File: src/rtl/arbiter_pkg.sv
// Shared definitions for the three-requester round-robin arbiter.
// Holds the requester count, the index type and the pointer value loaded at reset.
package arbiter_pkg;

  localparam int N_REQ = 3;

  typedef logic [1:0] req_idx_t;

  localparam req_idx_t LAST_RST = 2'd2;

  function automatic logic [N_REQ-1:0] onehot_of(input req_idx_t idx);
    logic [N_REQ-1:0] result;
    result = '0;
    case (idx)
      2'd0:    result = 3'b001;
      2'd1:    result = 3'b010;
      default: result = 3'b100;
    endcase
    return result;
  endfunction

endpackage

File: src/rtl/arbiter_3_rr_pick.sv
// Combinational round-robin selector: the first request after the last winner
// wins, and the last winner itself is tried at the end.
module rr_pick
  import arbiter_pkg::*;
(
  input  logic [N_REQ-1:0] req,
  input  req_idx_t         last,
  output logic             valid,
  output req_idx_t         idx,
  output logic [N_REQ-1:0] onehot
);

  req_idx_t base;
  req_idx_t cand1;
  req_idx_t cand2;

  // The pointer encoding 3 is never stored, so fold it onto 2 if it ever appears
  assign base  = (last == 2'd3) ? 2'd2 : last;
  assign cand1 = (base == 2'd2) ? 2'd0 : base + 2'd1;
  assign cand2 = (base == 2'd0) ? 2'd2 : base - 2'd1;

  always_comb begin
    valid  = 1'b0;
    idx    = base;
    onehot = '0;
    if (req[cand1]) begin
      valid  = 1'b1;
      idx    = cand1;
      onehot = onehot_of(cand1);
    end else if (req[cand2]) begin
      valid  = 1'b1;
      idx    = cand2;
      onehot = onehot_of(cand2);
    end else if (req[base]) begin
      valid  = 1'b1;
      idx    = base;
      onehot = onehot_of(base);
    end
  end

endmodule

File: src/rtl/arbiter_3.sv
// Three-requester round-robin arbiter with registered one-hot grants.
// With HOLD set, a grant stays with its owner for as long as that owner's request is high.
module arbiter_3
  import arbiter_pkg::*;
#(
  parameter bit HOLD = 1'b1
) (
  input  logic clk,
  input  logic rst,
  input  logic X0,
  input  logic X1,
  input  logic X2,
  output logic Y0,
  output logic Y1,
  output logic Y2
);

  logic [N_REQ-1:0] x;
  logic [N_REQ-1:0] y;
  req_idx_t         last;

  logic             pick_valid;
  req_idx_t         pick_idx;
  logic [N_REQ-1:0] pick_onehot;
  logic             hold_grant;

  assign x = {X2, X1, X0};
  assign {Y2, Y1, Y0} = y;

  rr_pick u_pick (
    .req    (x),
    .last   (last),
    .valid  (pick_valid),
    .idx    (pick_idx),
    .onehot (pick_onehot)
  );

  // y is one-hot or zero, so any overlap with x means the current owner still requests
  assign hold_grant = HOLD && (|(y & x));

  always_ff @(posedge clk) begin
    if (rst) begin
      y    <= '0;
      last <= LAST_RST;
    end else if (hold_grant) begin
      y    <= y;
      last <= last;
    end else if (pick_valid) begin
      y    <= pick_onehot;
      last <= pick_idx;
    end else begin
      y    <= '0;
      last <= last;
    end
  end

endmodule

File: config.mk
export PLATFORM = sky130hd
export DESIGN_NAME = arbiter_3
export DESIGN_NICKNAME = d
export VERILOG_FILES = /design/src/rtl/arbiter_pkg.sv /design/src/rtl/arbiter_3_rr_pick.sv /design/src/rtl/arbiter_3.sv
export SDC_FILE = /design/constraint.sdc
export NUM_CORES = 1
export LEC_CHECK = 0
export ABC_AREA = 1
export CAP_MARGIN = 20
export CORE_AREA = 8 8 45 47
export DETAILED_ROUTE_END_ITERATION = 8
export DIE_AREA = 0 0 53 55
export GPL_ROUTABILITY_DRIVEN = 1
export PLACE_DENSITY = 0.5
export SYNTH_ARGS = -nofsm -noshare
export SYNTH_HDL_FRONTEND = slang
export SYNTH_SLANG_ARGS = --single-unit
export TNS_END_PERCENT = 30
File: constraint.sdc
create_clock -name clk -period 2 [get_ports clk]
set_input_delay 0.4 -clock clk [delete_from_list [all_inputs] [get_ports clk]]
set_output_delay 0.4 -clock clk [all_outputs]
set_load 0.005 [all_outputs]
### Yosys cells after proc, flatten, opt, wreduce, memory -nomap -nowiden

Cells that the tools add are included.
W data, S select, Z words.

* register bits: 5
* output and inout bits: 3

* $add $sub $neg: 2
* magnitude comparators: 3
* equality and inequality tests: 5
* mux-type cells: 21
* bitwise gates (word level): 2
* reduce and logical (&&, ||, !) cells: 5

Operators with widths (number)
* $pmux W3 S2: 3
* $mux W3: 4
* $mux W2: 5
* $lt A2 B3 Y1 const B: 3
* $bmux W1 S2: 3
* $eq A2 B1 Y1 const B: 3
* $logic_not A2 Y1: 3
* $mux W1: 6
* $eq A2 B2 Y1 const B: 2
* $and A3 B3 Y3: 1
* $reduce_or A3 Y1: 1
* $add A2 B1 Y2 const B: 1
* $reduce_and A2 Y1: 1
* $sub A2 B1 Y2 const B: 1
* $not A1 Y1: 1

### Longest topological paths before layout

* word-level depth: 9
* gate-level depth with buffers: 10
* gate-level depth less buffers: 9

### Hierarchy

A second synthesis with hierarchy kept.

* cells, all modules: 84
* area, all modules: 455.4 sq um

Modules (own cells, without submodules)
* arbiter_3: instances 1, cells an instance 38, area each 257.7 sq um
* rr_pick: instances 1, cells an instance 46, area each 197.7 sq um

### Worst setup path after synthesis

No wires, ideal clock.

* path type: register -> register
* start: register last[1]
* end: register last[0]
* arrival: 1.019 ns
* required time: 1.886 ns
* setup slack: 0.866 ns
* cell stages (with the launch flop): 10
* path buffers: 1
* period minus slack after synthesis: 1.134 ns
* cells stage by stage: dfxtp_1 -> buf_6 -> nor2_2 -> nand2_1 -> nand3_2 -> nand3_2 -> nand2_2 -> inv_2 -> nand2_2 -> a21oi_2

* cells in the longest elaborated chain, start to end: 9
* elaborated cells between the ends (all ways): 20

RTL lines
* start: declaration: line arbiter_3.sv:20 `req_idx_t last;`
* start signal: assignment: line arbiter_3.sv:47 `last <= last;`
* start signal: assignment: line arbiter_3.sv:50 `last <= pick_idx;`
* start signal: assignment: line arbiter_3.sv:53 `last <= last;`
* $eq A2 B2 Y1: line arbiter_3_rr_pick.sv:18 `assign base = (last == 2'd3) ? 2'd2 : last;`
* $mux W2 (*): line arbiter_3_rr_pick.sv:18
* $sub A2 B1 Y2 or $logic_not A2 Y1 (tied branches): line arbiter_3_rr_pick.sv:20 `assign cand2 = (base == 2'd0) ? 2'd2 : base - 2'd1;`
* $mux W2: line arbiter_3_rr_pick.sv:20
* $bmux W1 S2: line arbiter_3_rr_pick.sv:30 `end else if (req[cand2]) begin`
* $mux W1 (implied by the code): line arbiter_3_rr_pick.sv:30
* $mux W1: line arbiter_3_rr_pick.sv:30
* $mux W1: line arbiter_3_rr_pick.sv:26 `if (req[cand1]) begin`
* $reduce_and A2 Y1 (no line)

Mark *: on every way between the ends. The rest lies on a longest branch, timed or not. The select of a mux whose other input is x is not followed.
A chain may end at the register's enable or synchronous reset.

### Worst setup path in the final report

* start: register y[1]
* end: output port Y1

RTL lines
* start: declaration: line arbiter_3.sv:19 `logic [N_REQ-1:0] y;`
* start signal: assignment: line arbiter_3.sv:46 `y <= y;`
* start signal: assignment: line arbiter_3.sv:49 `y <= pick_onehot;`
* end: declaration: line arbiter_3.sv:14 `output logic Y1,`

No word-level cell between the ends.

==> reports/qor.yml <==
status: "completed"
timing.final.ws_setup_ps: 498
cp-start-kind: "flip-flop"
rows: 14
synthCells: 56
path_delay_family: "buffers and inverters"
ctsHoldBuffers: 0
critPathMaxFanout: 3
portBuffers: 7
dp_slack_ps: 320
arrival_ps: 1100
start_util_pct: 27.1
clockBufferDepth: 2
post_cts_resized: 0
final_layout_size_suffix_gt1_share_pct: 28.8
dpl.hpwl_um: 682
post-cts-setup-buffer-count: 0
drtIter0Drc: 4
die_x_um: 53
grt_max_degree: 11
cts_made_buffers: 3
ys_warn_count: 0
drt_pass1_iterations: 3
fin_crit_ps: 1500
wl_per_cell_um: 10.4
crit_slowest_cell: "clkdlybuf4s50_1"
synth_nets: 61
fin_nets: 72
clock_sinks: 5
fmax_mhz: 666
synth_top_area_share_pct: 26.7
layout_commonest_cell: "nand2_1"
place.gp.congestion: 0.709
io_pins: 8
hold_class: "reg -> reg"
grt_pass1_wl_um: 1410
mostFrequentLayoutCells: "nand2_1 (19), clkdlybuf4s50_1 (7), inv_1 (5), nand3_2 (5), dfxtp_1 (5)"
design.core.area_sq_mm: 0.00138
tns_ps: 0
area_delta_synth_final_pct: 28.0
cts_tree: "built"
grt_overflow: 0
syn_area_per_cell_sq_um: 6.70
synthesis.area_sq_um: 375
skew_ps: 1.41
clkTransAtPathRegs_ps: 40
synth.area.top_cells: "dfxtp_1 (27%), nand2_1 (19%), nand3_2 (13%)"
cp.required_ps: 1600
powerDensity_mw_per_mm2: 1410
drc_errors: 0
drv_cap: 0
synth_cell_type_count: 16
dieArea_sq_mm: 0.00292
ys_seq_area_share_pct: 26.7
vias: 376
fin_crit_sh_pct: 75.1
setup-violations-final: 0
cpPeakStageDelay_ps: 510
clk_latency_ps: 240
grt_use_total_pct: 6.61
antenna_cells: 0
viasPerCell: 4.59
critical_path_class: "reg -> out"
antenna_found_initial: 0
grt_pass1_vias: 351
path_cells: "clkdlybuf4s50_1"
cts_root_buf: "clkbuf_4"
ys_ff_latch: 5
crit_path_end_kind: "output pin"
slew_headroom_pct: 75.7
yosysTopAreaCell: "dfxtp_1"
worst_pin_slew_ps: 363
rsz0062_at_grt: "false"
cp_num_buf_inv: 1
ant_nets: 0
slew_violations: 0
die_h_um: 55
wl_um: 855
fillers: 158
whs_ps: 480
ir_drop_v: 0.000567
hold_violations: 0
power.static_leakage_nw: 0.215
htree_levels: 1
[cell families (layout without fill, tap and decap cells)]
group / after synthesis / in the layout / synth area share [%]
and+or+nand+nor: 35 / 35 / 50.3
buffers and inverters: 9 / 19 / 11.0
AOI/OAI and AO/OA: 7 / 7 / 12.0
DFF: 5 / 5 / 26.7
[synth_stat cells (all sizes together)]
| library cell | number |
|---|---|
| inv | 8 |
| dfxtp | 5 |
| nand4 | 2 |
| nor2 | 2 |
| o21ai | 1 |
| a21oi | 5 |
| o211ai | 1 |
| nand2 | 23 |
| buf | 1 |
| nand3 | 6 |
| nand3b | 1 |
| nor3 | 1 |
[state kept, by name (all words and copies together), names as in the netlist]
register,flops
last,2
y,3
[where the power goes]
part	total, mW	switching [mW]	internal [mW]
logic	0.354	0.197	0.157
clock network	0.116	0.0402	0.0753
registers	0.209	0.0657	0.143
[final cells by class]
class	count	area [sq um]	area share (%)
multi-input combinational	42	234	48.7
sequential	5	100	20.8
timing repair buffer	7	70.1	14.6
inverter	8	30.0	6.25
clock buffer	4	26.3	5.47
tap	16	20.0	4.17
[stage by stage]
stage	total power, mW	utilization (%)	area (sq um)	cells
after floorplan	0.481	-	375	56
after global placement	0.569	32.8	454	78
after detailed placement	0.571	32.8	454	78
after CTS	0.695	34.7	480	82
after global routing	0.746	34.7	480	82
final	0.679	34.7	480	82
[final timing paths]
check	start	end	slack, ps	cells after the start
worst max-delay path	y[1]	Y1	500	1
worst min-delay path	y[2]	y[2]	480	2
worst max register to register	last[1]	y[1]	650	9
worst min register to register	y[2]	y[2]	480	2
[metal layers]
metal	wire (um)	track usage [%]	up-vias
li1	-	-	201
met1	432	7.45	167
met2	379	9.57	6
met3	35	2.14	2
met4	8	6.47	0
met5	0	0	-
Note: power is estimated with default switching activity, not from simulation.
==> patch 1: new RTL, config.mk and constraints unchanged <==
Make the reset (`rst`) asynchronous in one clocked block.
--- a/src/rtl/arbiter_3.sv
+++ b/src/rtl/arbiter_3.sv
@@ -38,7 +38,7 @@
   // y is one-hot or zero, so any overlap with x means the current owner still requests
   assign hold_grant = HOLD && (|(y & x));
 
-  always_ff @(posedge clk) begin
+  always_ff @(posedge clk or posedge rst) begin
     if (rst) begin
       y    <= '0;
       last <= LAST_RST;
Check against the original RTL: differs if rst is asserted again (counterexample within 4 cycles, from zero or initial values and one cycle with rst high); with rst held inactive, the same outputs for 10 cycles.
==> patch 1 against the unedited design <==
Synthesized area grew 7.0%. Core utilization grew 1.9 points. Total power grew 9.6%. Count of clock-buffer cells in the layout is the same. Fmax shrank 1.4%. Sequential share of layout area grew 4.1 points. Setup slack lost 0.022 ns. Sequential cell count is the same. Routed wire length shrank 2.5%. Synthesized cell count is the same. Critical endpoint unchanged. Cell area grew 5.5%.
==> patch 1: results <==
group,metric,value,unit
layout,drive_gt1_frac,0.273,
power_and_ir_drop,p_int,0.406,mW
global_route,grt_max_degree,11,
yosys,synthFlopType,"dfrtp_1",
power_and_ir_drop,peakVddDrop,0.716,mV
hold_path,worstHoldPathType,"in -> async",
yosys,synth_compound_area_frac,0.0561,
yosys,synthXorXnorAreaFrac,0,
drt,dr.pass1.iters,4,
yosys,synthAdderAreaFrac,0,
sta,skew,0.000820,ns
placement,place_area,480,um2
drt,drt_iter0_drc,6,
layout,antenna_cells,0,
outcome,status,"complete, no violations",
yosys,ys_seq_area_frac,0.315,
yosys,synthTopCellsByArea,"dfrtp_1 25%, nand2_1 21%, nor2_4 8.4%",
critical_path,crit_arrival,1.12,ns
yosys,syn-num-nets,61,
yosys,ys_types,16,
global_route,grt_usage,0.0663,
global_route,grt_pass1_vias,332,
yosys,synthArstFlopShare,1.00,
placement,routabilityCongestion,0.693,
yosys,synth_top_cells_by_count,"22 x nand2_1, 6 x inv_1, 4 x dfrtp_1, 4 x nand2_2",
placement,dp_hpwl,656,um
drt,routed_via_density,4.33,
sta,tightest_slew,0.245,ns
power_and_ir_drop,p_leak,0.258,nW
drt,wl_per_cell,10.2,um
## patch 1: changes by cell type after synthesis, sizes merged, moves of 2 or more
| cell | before | now |
|---|---|---|
| a21oi | 5 | 1 |
| dfrtp | 0 | 4 |
| dfxtp | 5 | 0 |
| nor2 | 2 | 4 |
| nand2 | 23 | 28 |
## patch 1: through the flow
stage	power, mW	setup WS (ns)	hold WS, ns	utilization	instances
after CTS	0.756	0.462	0.354	0.366	82
after floorplan	0.534	0.712	0.178	-	56
after global placement	0.633	0.321	0.494	0.347	78
after global routing	0.814	0.418	0.384	0.366	82
after detailed placement	0.632	0.326	0.498	0.347	78
final	0.744	0.476	0.355	0.366	82
## patch 1: layout make-up
cell class | count | area, um2
fillers | 156 | 877
multi-input cells | 42 | 234
flip-flops and latches | 5 | 126
repair buffers | 7 | 70.1
inverters | 8 | 30.0
clock buffers | 4 | 26.3
well taps | 16 | 20.0
## patch 1: cell families (layout without fill, tap and decap cells)
kind of cell | Yosys count | in the layout
and+or+nand+nor | 38 | 38
buffers and inverters | 9 | 19
DFF | 5 | 5
AOI/OAI and AO/OA | 4 | 4
## patch 1: final timing paths
kind / slack [ns] / cells after the start / startpoint / to
min: 0.36 / 2 / rst / y[2]
min reg2reg: 0.52 / 2 / y[1] / y[1]
max: 0.48 / 1 / y[1] / Y1
max reg2reg: 0.59 / 9 / last[1] / last[0]
min in group clk: 0.52 / 2 / y[1] / y[1]
max in group asynchronous: 1.40 / 2 / rst / last[1]
## patch 1: layer usage
metal | track usage | wire length (um) | vias up | part of all wire
li1 | - | - | 194 | -
met2 | 0.0840 | 335 | 8 | 0.40
met4 | 0.0776 | 24 | 0 | 0.029
met1 | 0.0765 | 418 | 149 | 0.50
met5 | 0 | 0 | - | 0
met3 | 0.0267 | 56 | 4 | 0.067
## patch 1: power groups by stage
| stage | logic [mW] | registers (mW) | clock network [mW] |
|---|---|---|---|
| after floorplan | 0.341 | 0.193 | 0 |
| after global placement | 0.402 | 0.231 | 0 |
| after detailed placement | 0.401 | 0.230 | 0 |
| after CTS | 0.404 | 0.229 | 0.123 |
| after global routing | 0.450 | 0.236 | 0.127 |
| final | 0.398 | 0.229 | 0.117 |
==> patch 2: new RTL, same flow settings <==
Without the edit above. The parameter `HOLD` goes from 1'b1 to 1'b0.
--- a/src/rtl/arbiter_3.sv
+++ b/src/rtl/arbiter_3.sv
@@ -3,7 +3,7 @@
 module arbiter_3
   import arbiter_pkg::*;
 #(
-  parameter bit HOLD = 1'b1
+  parameter bit HOLD = 1'b0
 ) (
   input  logic clk,
   input  logic rst,
Behaviour: not the same (a bounded check fails within 4 cycles, from zero or initial values and one cycle with rst high).
==> patch 2 against the unedited design <==
Global-route usage shrank 0.71 points. Sequential cell count unchanged. Die area unchanged. Cell area decreased by 10%. Cell count is 9.8% lower. Synthesized area decreased by 16%. Setup slack better by 0.058 ns. Routed wire length down 17%. Critical endpoint is now Y2. Highest routed layer unchanged.
Power is not compared: it rests on default switching activity, and its combinational part moved more than twofold at a synthesized area within 25%.
==> patch 2: results <==
group,metric,value,unit
outcome,status,"complete, no violations",
drt,routed_via_density,4.31,
yosys,ys_seq_area_frac,0.319,
yosys,syn_avg_cell_area,6.68,um2
drt,drt_iter0_drc,8,
critical_path,r2r_slack,0.73,ns
hold_path,holdPathEnd,"last[0]",
placement,dp_slack,0.354,ns
critical_path,crit_arrival,1.04,ns
global_route,grt_usage,0.0590,
placement,dp.cells,70,
drt,dr.pass1.iters,4,
clocking,clk_latency,0.26,ns
global_route,grt_max_degree,8,
layout,drive_gt1_frac,0.190,
hold_path,min_from,"last[0]",
drt,met1_length,311,um
critical_path,worst_r2r_endpoint,"y[1]",
sta,holdWs,0.612,ns
placement,routabilityCongestion,0.744,
global_route,grt_first_pass_wirelength,1210,um
critical_path,crit_fanout,1,
layout,final_nets,64,
yosys,synth_top_cells_by_count,"12 x nand2_1, 6 x inv_1, 5 x dfxtp_1, 5 x nand3_1, 4 x nor2_1",
drt,wl_met2,351,um
yosys,syn-num-nets,52,
-- patch 2: changes by cell type in the layout (fill, tap and decap cells not counted), sizes merged --
| cell | unedited run | this run |
|---|---|---|
| inv | 8 | 7 |
| nor3 | 1 | 0 |
| o211ai | 1 | 0 |
| a211oi | 0 | 1 |
| or2 | 0 | 1 |
| nand4 | 2 | 1 |
| nand2 | 23 | 13 |
| nand3 | 6 | 8 |
| nand3b | 1 | 0 |
| a21oi | 5 | 3 |
| nor2 | 2 | 7 |
-- patch 2: worst max-delay path by stage --
stage / startpoint / to
final: y[2] / Y2
after global routing: X2 / y[1]
after CTS: y[2] / Y2
after detailed placement: X2 / y[1]
after global placement: X2 / y[1]
after floorplan: last[1] / y[1]
-- patch 2: where the power goes --
| group | total [mW] | leakage [nW] | switching (mW) | internal (mW) |
|---|---|---|---|---|
| logic | 0.0901 | 0.149 | 0.0486 | 0.0414 |
| clock network | 0.130 | 0.0150 | 0.0534 | 0.0762 |
| registers | 0.124 | 0.0413 | 0.0124 | 0.111 |
-- patch 2: cells by family (layout without fill, tap and decap cells) --
group | Yosys count | in the layout
compound gates | 5 | 5
simple gates | 30 | 30
flops | 5 | 5
buf+inv | 7 | 18
-- patch 2: tightest hold or removal path, cell delays in order, from the launching register on --
cell and delay [ns]:
dfxtp_1 0.39, nand3_1 0.12, a21oi_1 0.05
-- patch 2: final cells by class --
type / count / share of cell area
repair buffers: 7 / 0.163
inverters: 7 / 0.0610
well taps: 16 / 0.0465
multi-input cells: 35 / 0.436
flip-flops and latches: 5 / 0.233
clock buffers: 4 / 0.0610
-- patch 2: routing by layer --
layer  vias to the layer above  global-route usage
met3                         3              0.0160
met5                         -                   0
met4                         0              0.0905
li1                        175                   -
met1                       135              0.0592
met2                         6              0.0820
